## src/rtl/led_ring_monitor.sv

```systemverilog
// Observer for a rotating one-hot LED ring: tracks the lit position, flags skips, bad patterns
// and stalls. Define LED_RING_MONITOR_LAP_EN to build the lap counter.
module led_ring_monitor #(
   parameter int unsigned WIDTH   = 16,
   parameter int unsigned TIMEOUT = 10000000,
   localparam int unsigned PW     = $clog2(WIDTH)
) (
   input  logic             clk,
   input  logic             rst,
   input  logic [WIDTH-1:0] led_in,
   input  logic             clr,
   output logic [PW-1:0]    pos,
   output logic             valid,
   output logic             step_pulse,
   output logic             err_skip,
   output logic             err_onehot,
   output logic             stall,
   output logic [15:0]      lap_cnt
);

   typedef enum logic {StIdle, StLock} state_t;

   localparam logic [WIDTH-1:0] LedOne = WIDTH'(1);

   state_t           state;
   logic [WIDTH-1:0] led_q;
   logic             first_q;
   logic [31:0]      stall_cnt;
   logic [31:0]      cnt_inc;
   logic [PW-1:0]    idx;
   logic [PW-1:0]    pos_inc;
   logic             one_hot;
   logic             ev_step;
   logic             ev_skip;
   logic             ev_hold;
   logic             ev_bad;

   always_comb begin
      idx = '0;
      for (int i = 0; i < WIDTH; i++) begin
         if (led_q[i]) idx = idx | PW'(i);
      end
   end

   assign one_hot = (led_q != '0) && ((led_q & (led_q - LedOne)) == '0);
   // Power-of-two width, so the natural wrap of the adder is the mod-WIDTH step.
   assign pos_inc = pos + PW'(1);
   assign cnt_inc = (stall_cnt == '1) ? stall_cnt : stall_cnt + 32'd1;

   assign ev_hold = (state == StLock) && one_hot && (idx == pos);
   assign ev_step = (state == StLock) && one_hot && (idx == pos_inc);
   assign ev_skip = (state == StLock) && one_hot && (idx != pos) && (idx != pos_inc);
   // The zero pattern left in led_q by reset is not a real observation.
   assign ev_bad  = !one_hot && ((state == StLock) || !first_q);

   always_ff @(posedge clk or negedge rst) begin
      if (!rst) begin
         state      <= StIdle;
         led_q      <= '0;
         first_q    <= 1'b1;
         pos        <= '0;
         valid      <= 1'b0;
         step_pulse <= 1'b0;
         err_skip   <= 1'b0;
         err_onehot <= 1'b0;
         stall      <= 1'b0;
         stall_cnt  <= '0;
      end else begin
         led_q      <= led_in;
         first_q    <= 1'b0;
         step_pulse <= ev_step;
         if (one_hot) pos <= idx;
         err_skip   <= (err_skip & ~clr) | ev_skip;
         err_onehot <= (err_onehot & ~clr) | ev_bad;
         stall_cnt  <= (ev_hold && !clr) ? cnt_inc : '0;
         stall      <= ev_hold && !clr && (cnt_inc >= 32'(TIMEOUT - 1));
         case (state)
            StIdle: begin
               if (one_hot) begin
                  state <= StLock;
                  valid <= 1'b1;
               end
            end
            StLock: begin
               if (!one_hot) begin
                  state <= StIdle;
                  valid <= 1'b0;
               end
            end
            default: begin
               state <= StIdle;
               valid <= 1'b0;
            end
         endcase
      end
   end

`ifdef LED_RING_MONITOR_LAP_EN
   logic        ev_wrap;
   logic [15:0] lap_q;

   assign ev_wrap = ev_step && (pos == PW'(WIDTH - 1));

   // A wrap coinciding with clr still counts, leaving the counter at one.
   always_ff @(posedge clk or negedge rst) begin
      if (!rst) begin
         lap_q <= '0;
      end else if (clr) begin
         lap_q <= ev_wrap ? 16'd1 : 16'd0;
      end else if (ev_wrap && (lap_q != 16'hFFFF)) begin
         lap_q <= lap_q + 16'd1;
      end
   end

   assign lap_cnt = lap_q;
`else
   assign lap_cnt = 16'd0;
`endif

endmodule

```

## config.mk

```make
export PLATFORM = sky130hd
export DESIGN_NAME = led_ring_monitor
export DESIGN_NICKNAME = d
export VERILOG_FILES = /design/src/rtl/led_ring_monitor.sv
export SDC_FILE = /design/constraint.sdc
export NUM_CORES = 1
export LEC_CHECK = 0
export BUFFER_PORTS_ARGS = -buffer_cell sky130_fd_sc_hd__clkbuf_2
export CORE_MARGIN = 2
export CORE_UTILIZATION = 50
export DETAILED_ROUTE_END_ITERATION = 7
export MAX_ROUTING_LAYER = met4
export PLACE_DENSITY = 0.73
export SYNTH_ARGS = -nofsm -noshare
export SYNTH_HDL_FRONTEND = slang
export SYNTH_SLANG_ARGS = --single-unit
```

## constraint.sdc

```tcl
create_clock -name clk -period 3 [get_ports clk]
set_clock_uncertainty 0.15 [all_clocks]
set_input_delay 0 -clock clk [delete_from_list [all_inputs] [get_ports clk]]
set_output_delay 0 -clock clk [all_outputs]
set_load 0.05 [all_outputs]
```

==> flow_metrics.env, run 1 <==
export IMPL_path_cells="or3_1 -> or3b_4 -> maj3_2 -> nor3_2 -> nor2_1 -> nor3_2 -> ha_2 -> nand3b_1 -> buf_6 -> clkbuf_16 -> nor2_1"
export IMPL_h_tree_depth=3
export IMPL_postPlaceCellArea_sq_mm=0.003820
export IMPL_ys_seq_area_share_pct=42.95
export IMPL_core_sq_mm=0.006719
export IMPL_cap_violations=0
export IMPL_drtIter0Drc=248
export IMPL_final_util_pct=65.12
export IMPL_num_antenna_cells=0
export IMPL_setup_viol=0
export IMPL_die_y_um=86.96
export IMPL_dp_hpwl_um=5478
export IMPL_dp_cells=498
export IMPL_path_max_fanout=8
export IMPL_cts_buffers=9
export IMPL_path_clk_slew_ps=80
export IMPL_finalPower_mw=1.777
export IMPL_wl_per_cell_um=15.83
export IMPL_cts_sinks=59
export IMPL_synthCells=370
export IMPL_fp_dieArea_sq_mm=0.007561
export IMPL_design_area_sq_mm=0.004375
export IMPL_worstSetupPathType="flip-flop to flip-flop"
export IMPL_clkLatencyLatePin_ps=350
export IMPL_status="finished clean"
export IMPL_synth_edff_count=0
export IMPL_ys_warn_count=0
export IMPL_rsz0062_at_grt="yes"
export IMPL_gp_congestion=0.9263
export IMPL_mostFrequentLayoutCells="dfrtp_1, nor2_1, buf_4"
export IMPL_die_w_um=86.96
export IMPL_synth_seq_cells=59
export IMPL_finish_net_count=477
export IMPL_power_density_mw_per_mm2=406.2
export IMPL_drt_total_wl_um=8550
export IMPL_fin_crit_sh_pct=99.27
export IMPL_hold_path_class="input pin to flip-flop"
export IMPL_cts_tree="done"
export IMPL_path_buf_inv=2
export IMPL_reg2reg_from="led_q[5]"
export IMPL_cts_root_buf="clkbuf_8"
export IMPL_worst_slack_ps=21.80
export IMPL_ys_flop_type="dfrtp_1"
export IMPL_synth_area_sq_mm=0.003441
export IMPL_min_from="led_in[3]"
export IMPL_grt_pass1_wl_um=13940
export IMPL_tns_ps=0
export IMPL_critPathTopFamily="simple AND/OR/NAND/NOR gates"
export IMPL_io_buffers=27
export IMPL_initial_core_util_pct=51.21
export IMPL_hold_slack_ps=147.0
export IMPL_hold_viol=0
export IMPL_yosysUniqueCellTypes=64
export IMPL_grt_pass1_vias=2891
export IMPL_syn2layout_area_growth_pct=27.16
export IMPL_report_final_slew_viol_count=0
export IMPL_drive_above_1_share_pct=24.35
export IMPL_final_common_cell="dfrtp_1"
export IMPL_critPathLaunch="led_q[5]"
export IMPL_synth_area_per_cell_sq_um=9.299
export IMPL_route_detailed_drc=0
export IMPL_overflow=0
export IMPL_startpoint_type="flip-flop"
export IMPL_p_leak_nw=1.815
export IMPL_vias=3053
export IMPL_ir_worst_vdd_v=0.0002558
export IMPL_grt_total_usage_pct=24.38
export IMPL_finalNonFillerCells=540
export IMPL_max_freq_ghz=0.3358
export IMPL_layout_min_cycle_time_ps=2978
export IMPL_antenna_found_initial=0
export IMPL_clockBufferDepth=2
export IMPL_io_pins=44
export IMPL_relSlewSlack_pct=62.17
export IMPL_firstDrtPassIters=5
export IMPL_num_rows=30
export IMPL_worstMarginPinSlew_ps=565.6
export IMPL_arrival_ps=3100
export IMPL_slowest_stage="or3b_4"
export IMPL_cp_end_kind="flip-flop"
export IMPL_place_ws_ps=-26.80
export IMPL_ant_nets=0
export IMPL_cp_slowest_stage_delay_ps=420
export IMPL_routed_via_density=5.654
export IMPL_async_flop_share_pct=100.0
export IMPL_grt_max_degree=42
export IMPL_required_ps=3120
registers in the layout, summed over array words and instances, names as in the netlist:
register	flops
stall	1
err_onehot	1
first_q	1
led_q	16
valid	1
pos	4
state	1
err_skip	1
stall_cnt	32
step_pulse	1
worst paths after layout:
path	slack [ps]	to	cells after the start
setup reg to reg	20	stall_cnt[24]	11
min in group asynchronous	420	led_q[0]	3
hold reg to reg	340	valid	1
hold / removal	150	led_q[3]	2
setup / recovery	20	stall_cnt[24]	11
max in group asynchronous	1010	pos[2]	4
worst register-to-register path: cells and delay by family, from the launching register on:
kind | cells | cell delay, ps
simple gates | 7 | 1480
flops | 1 | 400
buf+inv | 2 | 360
fa+ha+maj | 2 | 520
cell families after synthesis:
group / Yosys count / share of synthesized area [%]
simple gates: 171 / 26.47
flops: 59 / 42.95
compound gates: 49 / 10.18
buf+inv: 41 / 6.654
xor+xnor: 36 / 9.164
mux: 7 / 2.473
fa+ha+maj: 6 / 2.000
other cells: 1 / 0.1090
timing repair:
| item | 4_1_cts | 5_1_grt |
|---|---|---|
| setup endpoints to repair | 4 | 38 |
| hold buffers | 20 | 0 |
| gates resized for setup | 3 | 14 |
| pin swaps | 1 | 3 |
| cloned | 0 | 2 |
| hold endpoints to repair | 36 | 0 |
| buffers inserted | 0 | 4 |
report_power, final:
part           total, mW  switching, mW  internal [mW]
sequential         0.828         0.0178          0.811
clock              0.809          0.318          0.491
combinational      0.140         0.0944         0.0458
layer usage:
layer | wire [um] | up-vias | global-route usage, %
met1 | 3791 | 1462 | 30.87
met4 | 200 | 0 | 9.375
met3 | 497 | 20 | 5.213
li1 | - | 1453 | -
met2 | 4060 | 118 | 38.31
met5 | 0 | - | -
cell usage after synthesis, drive strengths merged (4+ instances only):
cell | instances | area, sq um
o21ai | 14 | 70.07
nor3 | 21 | 120.1
nand2 | 26 | 100.1
dfrtp | 58 | 1451
or3 | 5 | 31.28
clkbuf | 7 | 27.52
xnor2 | 21 | 183.9
nor2 | 53 | 198.9
mux2i | 4 | 40.04
nor4 | 7 | 65.06
xor2 | 15 | 131.4
buf | 22 | 156.4
a21oi | 6 | 30.03
inv | 12 | 45.04
nand3 | 26 | 135.1
nand4 | 10 | 75.07
layout make-up:
cell class / count / area, sq um
Inverter: 12 / 45.04
Clock buffer: 12 / 145.1
Tap cell: 80 / 100.1
Fill cell: 549 / 2344
Timing Repair Buffer: 87 / 673.1
Multi-Input combinational cell: 286 / 1858
Clock inverter: 4 / 73.82
Sequential cell: 59 / 1480
Power figures use the tool's default switching activity.
==> inputs of run 2 (changes only) <==
--- a/config.mk
+++ b/config.mk
@@ -10,7 +10,7 @@
 export CORE_UTILIZATION = 50
 export DETAILED_ROUTE_END_ITERATION = 7
 export MAX_ROUTING_LAYER = met4
-export PLACE_DENSITY = 0.73
+export PLACE_DENSITY = 0.7
 export SYNTH_ARGS = -nofsm -noshare
 export SYNTH_HDL_FRONTEND = slang
 export SYNTH_SLANG_ARGS = --single-unit
==> constraint.sdc (replaced) <==
create_clock -name clk -period 3.4 [get_ports clk]
set_clock_uncertainty 0.15 [all_clocks]
set_input_delay 0 -clock clk [delete_from_list [all_inputs] [get_ports clk]]
set_output_delay 0 -clock clk [all_outputs]
set_load 0.05 [all_outputs]
==> flow_metrics.env, run 2 (synthesis results as in run 1) <==
export IMPL_status="finished clean"
export IMPL_drtIter0Drc=154
export IMPL_num_rows=30
export IMPL_clkLatencyLatePin_ps=350
export IMPL_firstDrtPassIters=4
export IMPL_initial_core_util_pct=51.21
export IMPL_path_clk_slew_ps=70
export IMPL_io_buffers=27
export IMPL_hold_path_class="input pin to flip-flop"
export IMPL_grt_pass1_wl_um=12860
export IMPL_cts_tree="done"
export IMPL_finalNonFillerCells=504
export IMPL_dp_hpwl_um=5000
export IMPL_multiInputGateArea_sq_mm=0.001799
export IMPL_finish_net_count=441
export IMPL_hold_viol=0
export IMPL_worstMarginPinSlew_ps=1078
export IMPL_route_detailed_drc=0
export IMPL_p_leak_nw=1.620
export IMPL_gp_congestion=0.9088
export IMPL_top_regs="stall_cnt (32), led_q (16), pos (4)"
export IMPL_ir_worst_vdd_v=0.0002829
export IMPL_syn2layout_area_growth_pct=16.47
export IMPL_tns_ps=0
export IMPL_path_cells="or3_1 -> or3b_1 -> nand2b_4 -> o31ai_1 -> o221ai_1 -> nor3_2 -> ha_1 -> nand3b_1 -> buf_6 -> nor3_1"
export IMPL_core_sq_mm=0.006719
export IMPL_path_max_fanout=33
export IMPL_max_freq_ghz=0.3221
export IMPL_slowest_stage="or3b_1"
export IMPL_num_antenna_cells=0
export IMPL_grt_max_degree=47
export IMPL_regMostFlops="stall_cnt"
export IMPL_worst_slack_ps=295.2
export IMPL_wl_per_cell_um=14.83
export IMPL_nFillCells=552
export IMPL_regToRegSetupSlack_ps=300
export IMPL_path_buf_inv=1
export IMPL_ant_nets=0
export IMPL_vias=2803
export IMPL_cp_end_kind="flip-flop"
export IMPL_cts_root_buf="clkbuf_8"
export IMPL_h_tree_depth=3
export IMPL_required_ps=3510
export IMPL_report_final_slew_viol_count=0
export IMPL_cts_sinks=59
export IMPL_place_ws_ps=252.8
export IMPL_dp_cells=468
export IMPL_largest_register_ffs=32
export IMPL_startpoint_type="flip-flop"
export IMPL_layout_min_cycle_time_ps=3105
export IMPL_drt_total_wl_um=7474
export IMPL_arrival_ps=3210
export IMPL_relSlewSlack_pct=28.15
export IMPL_clockBufferDepth=2
export IMPL_io_pins=44
export IMPL_cap_violations=0
export IMPL_routed_via_density=5.562
export IMPL_grt_pass1_vias=2723
export IMPL_fin_crit_sh_pct=91.32
export IMPL_grt_total_usage_pct=22.76
export IMPL_power_density_mw_per_mm2=387.5
export IMPL_final_common_cell="dfrtp_1"
export IMPL_antenna_found_initial=0
export IMPL_die_y_um=86.96
export IMPL_setup_viol=0
export IMPL_drive_above_1_share_pct=15.80
export IMPL_critPathTopFamily="simple AND/OR/NAND/NOR gates"
export IMPL_final_seq_area_sq_mm=0.001478
export IMPL_worstSetupPathType="flip-flop to flip-flop"
export IMPL_cts_buffers=9
export IMPL_mostFrequentLayoutCells="dfrtp_1, nor2_1, clkbuf_2"
export IMPL_overflow=0
export IMPL_cp_slowest_stage_delay_ps=430
export IMPL_die_w_um=86.96
export IMPL_fp_dieArea_sq_mm=0.007561
-- run 2: worst paths after layout --
check	depth (start not counted)	from	end
worst max-delay path	10	led_q[6]	stall_cnt[2]
worst min-delay path	2	led_in[11]	led_q[11]
worst max register to register	10	led_q[6]	stall_cnt[2]
worst min register to register	1	state	valid
max in group asynchronous	3	rst	stall_cnt[17]
min in group asynchronous	2	rst	pos[1]
-- run 2: what timing repair did --
action / CTS / global route
endpoints found under the setup margin: 0 / 33
gates resized for setup: 0 / 2
hold buffers: 18 / 0
buffers inserted: 0 / 2
hold endpoints to repair: 62 / 0
-- run 2: where the power goes --
group / leakage, nW / switching (mW) / internal (mW) / total, mW
clock: 0.107 / 0.279 / 0.434 / 0.713
sequential: 0.780 / 0.0142 / 0.715 / 0.729
combinational: 0.733 / 0.0777 / 0.0328 / 0.110
total: 1.62 / 0.371 / 1.18 / 1.55
-- run 2: layout make-up --
| type | instances | area share (%) |
|---|---|---|
| multi-input combinational | 286 | 44.90 |
| sequential | 59 | 36.87 |
| timing repair buffer | 51 | 9.085 |
| clock buffer | 12 | 3.622 |
| tap | 80 | 2.498 |
| clock inverter | 4 | 1.904 |
| inverter | 12 | 1.124 |
-- run 2: worst reg2reg max path, delay by kind of cell (launching register included) --
kind | cells | cell delay (ps)
adders and majority gates | 1 | 220
AOI/OAI and AO/OA | 2 | 430
and+or+nand+nor | 6 | 1570
DFF | 1 | 420
buffers and inverters | 1 | 220
-- run 2: metrics by stage --
stage	power [mW]	hold WS, ps	cell area, sq um	util (%)
2_1_floorplan	0.8155	-445.6	3501	-
4_1_cts	1.574	125.6	3984	59.29
6_report	1.553	133.7	4008	59.65
5_1_grt	1.616	140.2	4008	59.65
3_5_place_dp	0.8352	-39.97	3582	53.31
3_3_place_gp	0.8331	-41.68	3582	53.31
-- run 2: metal layers --
layer  GRT usage, %  routed length (um)
met3          4.550                 256
met1          28.11                3469
met5              -                   0
met4          12.22                 255
met2          35.11                3492
==> inputs of run 3 (changes only) <==
--- a/config.mk
+++ b/config.mk
@@ -11,6 +11,8 @@
 export DETAILED_ROUTE_END_ITERATION = 7
 export MAX_ROUTING_LAYER = met4
 export PLACE_DENSITY = 0.7
+export RECOVER_POWER = 25
+export SETUP_SLACK_MARGIN = 0.2
 export SYNTH_ARGS = -nofsm -noshare
 export SYNTH_HDL_FRONTEND = slang
 export SYNTH_SLANG_ARGS = --single-unit
==> flow_metrics.env, run 3 (synthesis results as in run 1) <==
export IMPL_status="finished, violations left"
export IMPL_io_buffers=27
export IMPL_arrival_ps=3230
export IMPL_max_freq_ghz=0.3202
export IMPL_drive_above_1_share_pct=16.40
export IMPL_grt_max_degree=47
export IMPL_fp_dieArea_sq_mm=0.007561
export IMPL_rsz0062_at_grt="no"
export IMPL_routed_via_density=5.678
export IMPL_power_density_mw_per_mm2=375.0
export IMPL_mostFrequentLayoutCells="dfrtp_1, nor2_1, nand3_1, nand2_1, xnor2_1"
export IMPL_final_util_pct=61.99
export IMPL_worstMarginPinSlew_ps=2335
export IMPL_initial_core_util_pct=51.21
export IMPL_min_from="led_in[11]"
export IMPL_overflow=0
export IMPL_fin_crit_sh_pct=91.84
export IMPL_failed_checks="max-capacitance violations, max-slew violations"
export IMPL_path_clk_slew_ps=80
export IMPL_grt_pass1_wl_um=12860
export IMPL_layout_min_cycle_time_ps=3123
export IMPL_tns_ps=0
export IMPL_antenna_found_initial=0
export IMPL_p_leak_nw=1.671
export IMPL_final_seq_area_sq_mm=0.001480
export IMPL_ant_nets=0
export IMPL_die_w_um=86.96
export IMPL_clockBufferDepth=2
export IMPL_io_pins=44
export IMPL_gp_congestion=0.9088
export IMPL_path_max_fanout=9
export IMPL_ir_worst_vdd_v=0.0002840
export IMPL_grt_total_usage_pct=22.76
export IMPL_min_to="led_q[11]"
export IMPL_whs_path_depth=2
export IMPL_dp_hpwl_um=5000
export IMPL_cts_tree="done"
export IMPL_grt_pass1_vias=2723
export IMPL_hold_slack_ps=131.3
export IMPL_drt_total_wl_um=8182
export IMPL_nFillCells=544
export IMPL_rr_worst_depth=11
export IMPL_firstDrtPassIters=4
export IMPL_cts_root_buf="clkbuf_8"
export IMPL_required_ps=3510
export IMPL_final_common_cell="dfrtp_1"
export IMPL_num_antenna_cells=0
export IMPL_reg2reg_to="stall_cnt[22]"
export IMPL_worstSetupPathType="flip-flop to flip-flop"
export IMPL_setup_viol=0
export IMPL_die_y_um=86.96
export IMPL_cts_buffers=9
export IMPL_vias=2913
export IMPL_syn2layout_area_growth_pct=21.05
export IMPL_startpoint_type="flip-flop"
export IMPL_multiInputGateArea_sq_mm=0.001859
export IMPL_top_regs="stall_cnt (32), led_q (16), pos (4)"
export IMPL_h_tree_depth=3
export IMPL_hold_path_class="input pin to flip-flop"
export IMPL_largest_register_ffs=32
export IMPL_regMostFlops="stall_cnt"
export IMPL_clkLatencyLatePin_ps=360
export IMPL_report_final_slew_viol_count=47
export IMPL_drtIter0Drc=206
export IMPL_hold_viol=0
export IMPL_finalPower_mw=1.562
export IMPL_wl_per_cell_um=15.95
export IMPL_route_detailed_drc=0
export IMPL_cp_end_kind="flip-flop"
export IMPL_finish_net_count=450
export IMPL_reg2reg_from="led_q[1]"
export IMPL_core_sq_mm=0.006719
export IMPL_cts_sinks=59
export IMPL_cap_violations=1
export IMPL_relSlewSlack_pct=-55.64
export IMPL_num_rows=30
export IMPL_regToRegSetupSlack_ps=280
==> run 3: cell types whose count changed in the layout (fill, tap and decap cells not counted), sizes merged <==
cell | previous run | this run
buf | 6 | 13
clkbuf | 39 | 41
==> run 3: power breakdown <==
part	total (mW)	switching, mW	internal (mW)
Clock	0.718	0.284	0.434
Combinational	0.112	0.0784	0.0336
Sequential	0.732	0.0171	0.715
==> run 3: repair_timing <==
action / in CTS / in global routing
hold endpoints to repair: 62 / 0
endpoints found under the setup margin: 0 / 35
hold buffers: 18 / 0
gates resized for setup: 0 / 17
buffers inserted: 0 / 9
==> run 3: per-stage QoR <==
| stage | setup slack (ps) | instances | area (sq um) |
|---|---|---|---|
| 2_1_floorplan | 529.3 | 386 | 3501 |
| 3_3_place_gp | 409.9 | 468 | 3582 |
| 5_1_grt | 110.1 | 513 | 4165 |
| 4_1_cts | 224.2 | 502 | 3984 |
| 6_report | 277.3 | 513 | 4165 |
| 3_5_place_dp | 252.8 | 468 | 3582 |
==> run 3: worst max-delay path by stage <==
stage	slack [ps]	end	startpoint	cells past startpoint
CTS	220	stall_cnt[2]	led_q[5]	10
floorplan	530	stall_cnt[22]	led_q[5]	10
detailed placement	250	stall_cnt[2]	led_q[5]	10
global route	110	stall_cnt[22]	led_q[1]	11
finish	280	stall_cnt[22]	led_q[1]	11
global placement	410	stall_cnt[2]	led_q[6]	10
==> run 3: worst max-delay path: stages, from the launching register on <==
cell and delay, ps:
dfrtp_1 450, nor4_4 360, or3b_4 450, nand2b_4 180, o31ai_4 200, o221ai_2 130
nor3_2 290, ha_2 240, nand3b_1 100, buf_4 170, buf_12 140, a211oi_1 170
==> run 3: per-layer routing <==
metal	track usage (%)	vias up	wire [um]
met5	-	-	0
met4	12.22	0	203
met3	4.550	20	442
met2	35.11	76	3893
met1	28.11	1413	3642
li1	-	1404	-
==> run 3: final cells by class <==
| type | instances | share of cell area [%] |
|---|---|---|
| multi-input cells | 286 | 44.64 |
| flip-flops and latches | 59 | 35.54 |
| repair buffers | 60 | 11.02 |
| clock buffers | 12 | 3.485 |
| well taps | 80 | 2.403 |
| clock inverters | 4 | 1.832 |
| inverters | 12 | 1.081 |
